$ cat src/rtl/mdu_pkg.sv
// rtl/mdu_pkg.sv - op encodings, FSM states and width default for the multiply/divide unit
package mdu_pkg;

   localparam int MDU_DATA_SIZE = 32;

   typedef enum logic [1:0] {
      MDU_MULT  = 2'b00,
      MDU_MULTU = 2'b01,
      MDU_DIV   = 2'b10,
      MDU_DIVU  = 2'b11
   } mdu_op_t;

   typedef enum logic [1:0] {
      IDLE = 2'd0,
      RUN  = 2'd1,
      FIX  = 2'd2,
      DONE = 2'd3
   } mdu_state_t;

endpackage

$ cat src/rtl/mult_div_unit_if.sv
// rtl/mult_div_unit_if.sv - request/result bundle between control unit and multiply/divide unit
interface mult_div_unit_if
   import mdu_pkg::*;
#(
   parameter int DATA_SIZE = MDU_DATA_SIZE
);
   logic                 start;
   logic [1:0]           op;
   logic [DATA_SIZE-1:0] SrcA;
   logic [DATA_SIZE-1:0] SrcB;
   logic                 busy;
   logic                 done;
   logic [DATA_SIZE-1:0] hi;
   logic [DATA_SIZE-1:0] lo;
   logic                 div_by_zero;

   modport master (
      output start, op, SrcA, SrcB,
      input  busy, done, hi, lo, div_by_zero
   );

   modport slave (
      input  start, op, SrcA, SrcB,
      output busy, done, hi, lo, div_by_zero
   );
endinterface

$ cat src/rtl/mdu_sign_fix.sv
// rtl/mdu_sign_fix.sv - conditional two's-complement negation for operand magnitudes and results
module mdu_sign_fix #(
   parameter int WIDTH = 32
) (
   input  logic [WIDTH-1:0] i_val,
   input  logic             i_neg,
   output logic [WIDTH-1:0] o_val
);
   assign o_val = i_neg ? -i_val : i_val;
endmodule

$ cat src/rtl/mult_div_unit.sv
// rtl/mult_div_unit.sv - iterative MULT/MULTU/DIV/DIVU unit producing hi/lo over DATA_SIZE+2 cycles
// The divider datapath and divide-by-zero result are compiled in only when MDU_DIV_EN is defined.
module mult_div_unit
   import mdu_pkg::*;
#(
   parameter int DATA_SIZE = MDU_DATA_SIZE,
   parameter int CNT_WIDTH = 6
) (
   input  logic           CLK,
   input  logic           RST,
   mult_div_unit_if.slave bus
);
   localparam logic [CNT_WIDTH-1:0] LAST_ITER = CNT_WIDTH'(DATA_SIZE - 1);

   mdu_state_t               r_state;
   mdu_state_t               w_state_next;
   logic [CNT_WIDTH-1:0]     r_cnt;
   logic [2*DATA_SIZE-1:0]   r_acc;
   logic [DATA_SIZE-1:0]     r_opb;
   logic [DATA_SIZE-1:0]     r_hi;
   logic [DATA_SIZE-1:0]     r_lo;
   logic                     r_neg_res;
   logic                     r_dbz;

   mdu_op_t                  w_op;
   logic                     w_op_signed;
   logic                     w_op_div;
   logic                     w_a_neg;
   logic                     w_b_neg;
   logic                     w_accept;
   logic                     w_dbz_start;
   logic [DATA_SIZE-1:0]     w_mag_a;
   logic [DATA_SIZE-1:0]     w_mag_b;
   logic [DATA_SIZE:0]       w_sum;
   logic [2*DATA_SIZE-1:0]   w_mul_next;
   logic [2*DATA_SIZE-1:0]   w_prod_fix;

   assign w_op        = mdu_op_t'(bus.op);
   assign w_op_signed = (w_op == MDU_MULT) || (w_op == MDU_DIV);
   assign w_op_div    = (w_op == MDU_DIV) || (w_op == MDU_DIVU);
   assign w_a_neg     = w_op_signed && bus.SrcA[DATA_SIZE-1];
   assign w_b_neg     = w_op_signed && bus.SrcB[DATA_SIZE-1];
   assign w_accept    = bus.start && ((r_state == IDLE) || (r_state == DONE));

   mdu_sign_fix #(.WIDTH(DATA_SIZE)) u_mag_a (.i_val(bus.SrcA), .i_neg(w_a_neg), .o_val(w_mag_a));
   mdu_sign_fix #(.WIDTH(DATA_SIZE)) u_mag_b (.i_val(bus.SrcB), .i_neg(w_b_neg), .o_val(w_mag_b));
   mdu_sign_fix #(.WIDTH(2*DATA_SIZE)) u_prod (.i_val(r_acc), .i_neg(r_neg_res), .o_val(w_prod_fix));

   // Multiplier sits in the low half and is consumed LSB-first while the product grows in from the top.
   assign w_sum      = {1'b0, r_acc[2*DATA_SIZE-1:DATA_SIZE]} + {1'b0, r_opb};
   assign w_mul_next = r_acc[0] ? {w_sum, r_acc[DATA_SIZE-1:1]} : {1'b0, r_acc[2*DATA_SIZE-1:1]};

`ifdef MDU_DIV_EN
   logic                     r_is_div;
   logic                     r_neg_rem;
   logic [DATA_SIZE-1:0]     r_rem;
   logic [DATA_SIZE:0]       w_trial;
   logic                     w_ge;
   logic [DATA_SIZE-1:0]     w_diff;
   logic [DATA_SIZE-1:0]     w_quo_fix;
   logic [DATA_SIZE-1:0]     w_rem_fix;

   assign w_dbz_start = w_op_div && (bus.SrcB == '0);
   // The accepted remainder is always below the divisor, so only the trial value needs the extra bit.
   assign w_trial     = {r_rem, r_acc[DATA_SIZE-1]};
   assign w_ge        = w_trial >= {1'b0, r_opb};
   assign w_diff      = w_trial[DATA_SIZE-1:0] - r_opb;

   mdu_sign_fix #(.WIDTH(DATA_SIZE)) u_quo (.i_val(r_acc[DATA_SIZE-1:0]), .i_neg(r_neg_res), .o_val(w_quo_fix));
   mdu_sign_fix #(.WIDTH(DATA_SIZE)) u_rem (.i_val(r_rem), .i_neg(r_neg_rem), .o_val(w_rem_fix));
`else
   assign w_dbz_start = w_op_div;
`endif

   always_ff @(posedge CLK or negedge RST) begin
      if (!RST) begin
         r_state <= IDLE;
      end else begin
         r_state <= w_state_next;
      end
   end

   always_comb begin
      w_state_next = r_state;
      case (r_state)
         IDLE, DONE: begin
            if (w_accept) begin
               w_state_next = w_dbz_start ? FIX : RUN;
            end else begin
               w_state_next = IDLE;
            end
         end
         RUN: begin
            if (r_cnt == LAST_ITER) begin
               w_state_next = FIX;
            end
         end
         FIX:     w_state_next = DONE;
         default: w_state_next = IDLE;
      endcase
   end

   always_ff @(posedge CLK or negedge RST) begin
      if (!RST) begin
         r_cnt     <= '0;
         r_acc     <= '0;
         r_opb     <= '0;
         r_hi      <= '0;
         r_lo      <= '0;
         r_neg_res <= 1'b0;
         r_dbz     <= 1'b0;
`ifdef MDU_DIV_EN
         r_is_div  <= 1'b0;
         r_neg_rem <= 1'b0;
         r_rem     <= '0;
`endif
      end else begin
         case (r_state)
            IDLE, DONE: begin
               if (w_accept) begin
                  r_cnt     <= '0;
                  r_opb     <= w_mag_b;
                  r_neg_res <= w_a_neg ^ w_b_neg;
                  r_dbz     <= w_dbz_start;
                  // A zero divisor reports the raw dividend, so keep it unmodified in that case.
                  r_acc     <= {{DATA_SIZE{1'b0}}, (w_dbz_start ? bus.SrcA : w_mag_a)};
`ifdef MDU_DIV_EN
                  r_is_div  <= w_op_div;
                  r_neg_rem <= w_a_neg;
                  r_rem     <= '0;
`endif
               end
            end
            RUN: begin
               r_cnt <= r_cnt + CNT_WIDTH'(1);
`ifdef MDU_DIV_EN
               if (r_is_div) begin
                  r_rem                <= w_ge ? w_diff : w_trial[DATA_SIZE-1:0];
                  r_acc[DATA_SIZE-1:0] <= {r_acc[DATA_SIZE-2:0], w_ge};
               end else begin
                  r_acc <= w_mul_next;
               end
`else
               r_acc <= w_mul_next;
`endif
            end
            FIX: begin
               if (r_dbz) begin
`ifdef MDU_DIV_EN
                  r_hi <= r_acc[DATA_SIZE-1:0];
                  r_lo <= '1;
`else
                  r_hi <= '0;
                  r_lo <= '0;
`endif
               end else begin
`ifdef MDU_DIV_EN
                  if (r_is_div) begin
                     r_hi <= w_rem_fix;
                     r_lo <= w_quo_fix;
                  end else begin
                     {r_hi, r_lo} <= w_prod_fix;
                  end
`else
                  {r_hi, r_lo} <= w_prod_fix;
`endif
               end
            end
            default: ;
         endcase
      end
   end

   assign bus.busy        = (r_state == RUN) || (r_state == FIX);
   assign bus.done        = (r_state == DONE);
   assign bus.div_by_zero = (r_state == DONE) && r_dbz;
   assign bus.hi          = r_hi;
   assign bus.lo          = r_lo;

endmodule

$ cat src/flat_wrapper.sv
// flat-port wrapper written by rule: the top's interface ports become plain ports
module mult_div_unit_flat import mdu_pkg::*;
#(
   parameter int DATA_SIZE = MDU_DATA_SIZE,
   parameter int CNT_WIDTH = 6
)
  (CLK, RST, bus_start, bus_op, bus_SrcA, bus_SrcB, bus_busy, bus_done, bus_hi, bus_lo, bus_div_by_zero);
  mult_div_unit_if #(.DATA_SIZE(DATA_SIZE)) bus_i ();
  input  logic CLK;
  input  logic RST;
  input wire logic [$bits(bus_i.start)-1:0] bus_start;
  input wire logic [$bits(bus_i.op)-1:0] bus_op;
  input wire logic [$bits(bus_i.SrcA)-1:0] bus_SrcA;
  input wire logic [$bits(bus_i.SrcB)-1:0] bus_SrcB;
  output wire logic [$bits(bus_i.busy)-1:0] bus_busy;
  output wire logic [$bits(bus_i.done)-1:0] bus_done;
  output wire logic [$bits(bus_i.hi)-1:0] bus_hi;
  output wire logic [$bits(bus_i.lo)-1:0] bus_lo;
  output wire logic [$bits(bus_i.div_by_zero)-1:0] bus_div_by_zero;
  assign bus_i.start = bus_start;
  assign bus_i.op = bus_op;
  assign bus_i.SrcA = bus_SrcA;
  assign bus_i.SrcB = bus_SrcB;
  assign bus_busy = bus_i.busy;
  assign bus_done = bus_i.done;
  assign bus_hi = bus_i.hi;
  assign bus_lo = bus_i.lo;
  assign bus_div_by_zero = bus_i.div_by_zero;
  mult_div_unit #(.DATA_SIZE(DATA_SIZE), .CNT_WIDTH(CNT_WIDTH)) u_core (.CLK(CLK), .RST(RST), .bus(bus_i));
endmodule
$ cat config.mk
export PLATFORM = sky130hd
export DESIGN_NAME = mult_div_unit_flat
export DESIGN_NICKNAME = d
export VERILOG_FILES = /design/src/rtl/mdu_pkg.sv /design/src/rtl/mult_div_unit_if.sv /design/src/rtl/mdu_sign_fix.sv /design/src/rtl/mult_div_unit.sv /design/src/flat_wrapper.sv
export SDC_FILE = /design/constraint.sdc
export NUM_CORES = 1
export LEC_CHECK = 0
export BUFFER_PORTS_ARGS = -buffer_cell sky130_fd_sc_hd__buf_2
export CORE_MARGIN = 3
export CORE_UTILIZATION = 33
export CTS_CLUSTER_SIZE = 8
export DETAILED_ROUTE_END_ITERATION = 10
export GPL_TIMING_DRIVEN = 0
export HOLD_SLACK_MARGIN = 0.03
export PLACE_DENSITY = 0.5
export SLEW_MARGIN = 20
export SYNTH_ARGS = -nofsm -noshare
export SYNTH_HDL_FRONTEND = slang
export SYNTH_HIERARCHICAL = 1
export SYNTH_SLANG_ARGS = --single-unit
$ cat constraint.sdc
create_clock -name CLK -period 6.44 [get_ports CLK]
set_input_delay 0 -clock CLK [delete_from_list [all_inputs] [get_ports CLK]]
set_output_delay 0 -clock CLK [all_outputs]
set_load 0.02 [all_outputs]
==> impl_summary.log <==
[metrics] global-route wire length before repair: 59,100 µm
[metrics] worst skew pair latency: 0.43 ns
[metrics] maximum achievable frequency: 313 MHz
[metrics] Setup Skew: 0.00969 ns
[metrics] sequential-to-total area share from yosys stat: 0.349
[metrics] slew at the pin with the worst max-slew slack: 1.00 ns
[metrics] Worst Setup Path Type: reg -> reg
[metrics] final period demand of the worst path: 3.20 ns
[metrics] routability cong.: 0.891
[metrics] buffer levels on the longest clock path: 2
[metrics] number of buffers added for setup after CTS: 0
[metrics] Critical Path Start: u_core/r_acc[18]
[metrics] antenna violations before repair: 6
[metrics] leading register cell type out of synthesis: sky130_fd_sc_hd__dfrtp_1
[metrics] status: complete, no violations
[metrics] post-detailed-routing wire length: 37,000 µm
[metrics] Worst Reg2Reg Path Length in Cells: 7
[metrics] Setup WS pre-CTS: 3.25 ns
[metrics] die outline width: 198 µm
[metrics] most frequent cell after synthesis: sky130_fd_sc_hd__dfrtp_1
[metrics] final worst-path cycle share: 0.496
[metrics] sequential share of power: 0.304
[metrics] proportion of layout cells with a drive suffix above 1: 0.169
[metrics] standard cell core area: 36,000 µm²
[metrics] number of hold violations in the final report: 0
[metrics] worst-case register-to-register setup slack: 3.24 ns
[metrics] Root Buffer: sky130_fd_sc_hd__clkbuf_16
[metrics] maximum VDD drop: 0.194 mV
[metrics] Pwr per Cell Area: 457 nW/µm²
[metrics] arrival time reported for the critical path endpoint: 3.55 ns
[metrics] synthesized netlist net count: 1,410
[metrics] number of placement rows: 69
[metrics] number of global-route vias before repair: 10.4k
[metrics] slew margin rel.: 0.324
[metrics] violation count after the first detailed-routing iteration: 575
[metrics] die footprint: 39,300 µm²
[metrics] post-CTS clock slew at the launch and capture registers of the worst setup and hold paths: 0.07 ns
[metrics] Layout Nets: 1,597
[metrics] area of placed instances: 13,500 µm²
[metrics] cell with the biggest individual delay on the critical path: sky130_fd_sc_hd__nor4_1
[metrics] Total Neg Setup Slack: 0 ns
[metrics] Crit. End Element: flop
[metrics] detailed-router iteration count before antenna repair: 6
[metrics] final slew viol count: 0
[metrics] Net Switching: 3.05 mW
[metrics] Hold Slack: 0.0732 ns
[metrics] post-synthesis sequential element count: 170
[metrics] total buffers and inverters traversed by the critical path: 0
[metrics] critical path depth in cells: 7
[metrics] setup repair after global routing missed its margin: no
[metrics] CTS tree: done
[metrics] cell internal pwr: 3.54 mW
[metrics] Cell Area, Synth: 12,200 µm²
[metrics] kind of cell adding the most delay to the critical path: simple AND/OR/NAND/NOR gates
[metrics] dominant cells by area after synthesis: sky130_fd_sc_hd__dfrtp_1 (35%), sky130_fd_sc_hd__xnor2_1 (10%), sky130_fd_sc_hd__mux2i_1 (5.2%), sky130_fd_sc_hd__a22o_1 (4.5%), sky130_fd_sc_hd__ha_1 (4.0%)
[metrics] average via count per standard cell: 5.42
[metrics] global route total overflow: 0
[metrics] Crit Reg-Reg Endpoint: u_core/bus.hi[30]
[metrics] average instance area after synthesis: 9.38 µm²
[metrics] clock share of power: 0.155
[metrics] portion of total power attributed to combinational logic: 0.541
[metrics] pin count of the biggest net entering global routing: 93
[metrics] maximum net fanout on the critical path: 7
[metrics] count of distinct cell types in the synthesized netlist: 69
[metrics] total power: 6.58 mW
[metrics] switching power as a share of total power: 0.463
[metrics] DRC violations left: 0
[metrics] design area: 14,400 µm²
[metrics] worst path cell trace: or4_1 -> nor4_1 -> nand4_1 -> o41ai_1 -> xnor2_1 -> nand2_1 -> o2bb2ai_1
[metrics] crit path launch type: flop
[metrics] HPWL after detailed placement: 29,100 µm
[metrics] routed wirelength normalized by instance count: 18.8 µm
[metrics] number of enable-type register cells in the synthesized netlist: 0
[metrics] leakage power total: 6.06 nW
[metrics] # setup viols final: 0
[metrics] least setup slack across all paths after layout: 3.24 ns
[metrics] path type of the worst min-delay path: in -> reg
[metrics] number of top-level pins: 136
[metrics] area share of the leading cell type in the synthesized netlist: 0.349
[metrics] vias: 10.6k
[metrics] fraction of registers with async set or reset after synthesis: 1.00
[metrics] H-Tree Level Count: 4
[metrics] Antenna Nets Post-Route: 0
[metrics] aggregate global-route resource usage: 0.188
[metrics] Yosys top cell by area: sky130_fd_sc_hd__dfrtp_1
[metrics] clock buffer count from CTS: 17
[metrics] Crit path required time: 6.80 ns
[metrics] number of input and output port buffers inserted: 134
[metrics] Critical Path Max Stage Delay: 0.74 ns
[metrics] timing endpoint of the critical path: u_core/bus.hi[30]
[metrics] top cells by instance count after synthesis: sky130_fd_sc_hd__dfrtp_1 (170), sky130_fd_sc_hd__xnor2_1 (139), sky130_fd_sc_hd__nand2_1 (97)
[metrics] number of clock sinks seen by CTS: 170
[metrics] worst r2r src: u_core/r_acc[18]
[metrics] synthesis warning total: 6
[metrics] vertical die dimension: 198 µm
[metrics] cells after synthesis: 1,301
[metrics] Max-Cap Viols: 0
[metrics] synth-to-layout area growth: 18.0%
[metrics] initial standard-cell utilization of the core: 0.339
-- layout by cell type (no fill, tap or decap), drive strengths merged, types with 11 or more instances in the layout --
cell,n
a22oi,22
dfrtp,170
inv,29
dlygate4sd3,33
ha,39
xor2,13
a21o,12
a22o,63
a311oi,25
mux2i,63
clkbuf,84
o31ai,42
nor4,15
or4,26
o22a,23
buf,154
o41ai,40
or3,20
nor2,96
nand4,14
a21oi,51
nand2,97
nand2b,11
mux2,34
xnor2,139
o21ai,92
-- per-layer routing --
| metal | up-vias | part of all wire | wire length, µm | track usage |
|---|---|---|---|---|
| met2 | 210 | 0.43 | 16000 | 0.286 |
| li1 | 5297 | - | - | - |
| met4 | 8 | 0.011 | 394 | 0.0401 |
| met3 | 28 | 0.044 | 1610 | 0.0279 |
| met5 | - | 0.0014 | 52 | 0 |
| met1 | 5099 | 0.51 | 19000 | 0.284 |
-- layout make-up --
type                            count  area [µm²]
Inverter                           26        97.6
Sequential cell                   170        4250
Fill cell                        3703       21600
Timing Repair Buffer              168        1040
Clock buffer                       21         460
Clock inverter                     11         111
Buffer                             82         348
Tap cell                          461         577
Multi-Input combinational cell   1023        7510
Antenna cell                        3        7.51
-- flip-flops by register name, summed over array words and instances (netlist names) --
register and count:
u_core/r_acc 64, u_core/bus.hi 32, u_core/bus.lo 32, u_core/r_opb 32, u_core/r_cnt 6, u_core/r_state 2, u_core/r_dbz 1, u_core/r_neg_res 1
-- timing repair --
item	CTS	global route
endpoints found under the hold margin	109	0
hold buffers	33	0
resized for setup	0	0
endpoints found under the setup margin	0	0
-- power groups by stage --
stage / Combinational, mW / Clock, mW / Sequential (mW)
6_report: 3.56 / 1.02 / 2.00
5_1_grt: 3.96 / 1.09 / 2.07
4_1_cts: 3.57 / 1.05 / 2.00
3_5_place_dp: 3.54 / 0 / 2.02
3_3_place_gp: 3.50 / 0 / 2.01
2_1_floorplan: 2.58 / 0 / 1.93
-- kinds of logic after synthesis --
logic type	share of synthesized area
xor gates and xnor gates	0.109
AOI/OAI and AO/OA	0.243
DFF	0.349
and+or+nand+nor	0.138
adders and majority gates	0.0416
buffers and inverters	0.0365
muxes	0.0831
-- worst reg2reg max path, cell delays in order (launching register included) --
cell	delay [ns]
sky130_fd_sc_hd__dfrtp_1	0.49
sky130_fd_sc_hd__or4_1	0.60
sky130_fd_sc_hd__nor4_1	0.74
sky130_fd_sc_hd__nand4_1	0.48
sky130_fd_sc_hd__o41ai_1	0.44
sky130_fd_sc_hd__xnor2_1	0.17
sky130_fd_sc_hd__nand2_1	0.08
sky130_fd_sc_hd__o2bb2ai_1	0.13
-- stage by stage --
| step | utilization | cells |
|---|---|---|
| after floorplan | - | 1301 |
| after global placement | 0.374 | 1896 |
| after detailed placement | 0.375 | 1897 |
| after CTS | 0.400 | 1962 |
| after global routing | 0.400 | 1964 |
| final | 0.400 | 1965 |
-- worst min-delay path by stage --
stage,startpoint,endpoint,cells past startpoint
after detailed placement,RST,u_core/r_acc[16],1
after global routing,bus_start,u_core/r_acc[2],3
after CTS,bus_start,u_core/r_acc[2],3
final,bus_SrcB[30],u_core/r_opb[31],4
after floorplan,RST,u_core/bus.hi[0],0
after global placement,bus_op[0],u_core/r_neg_res,2
(Power assumes the default switching activity.)
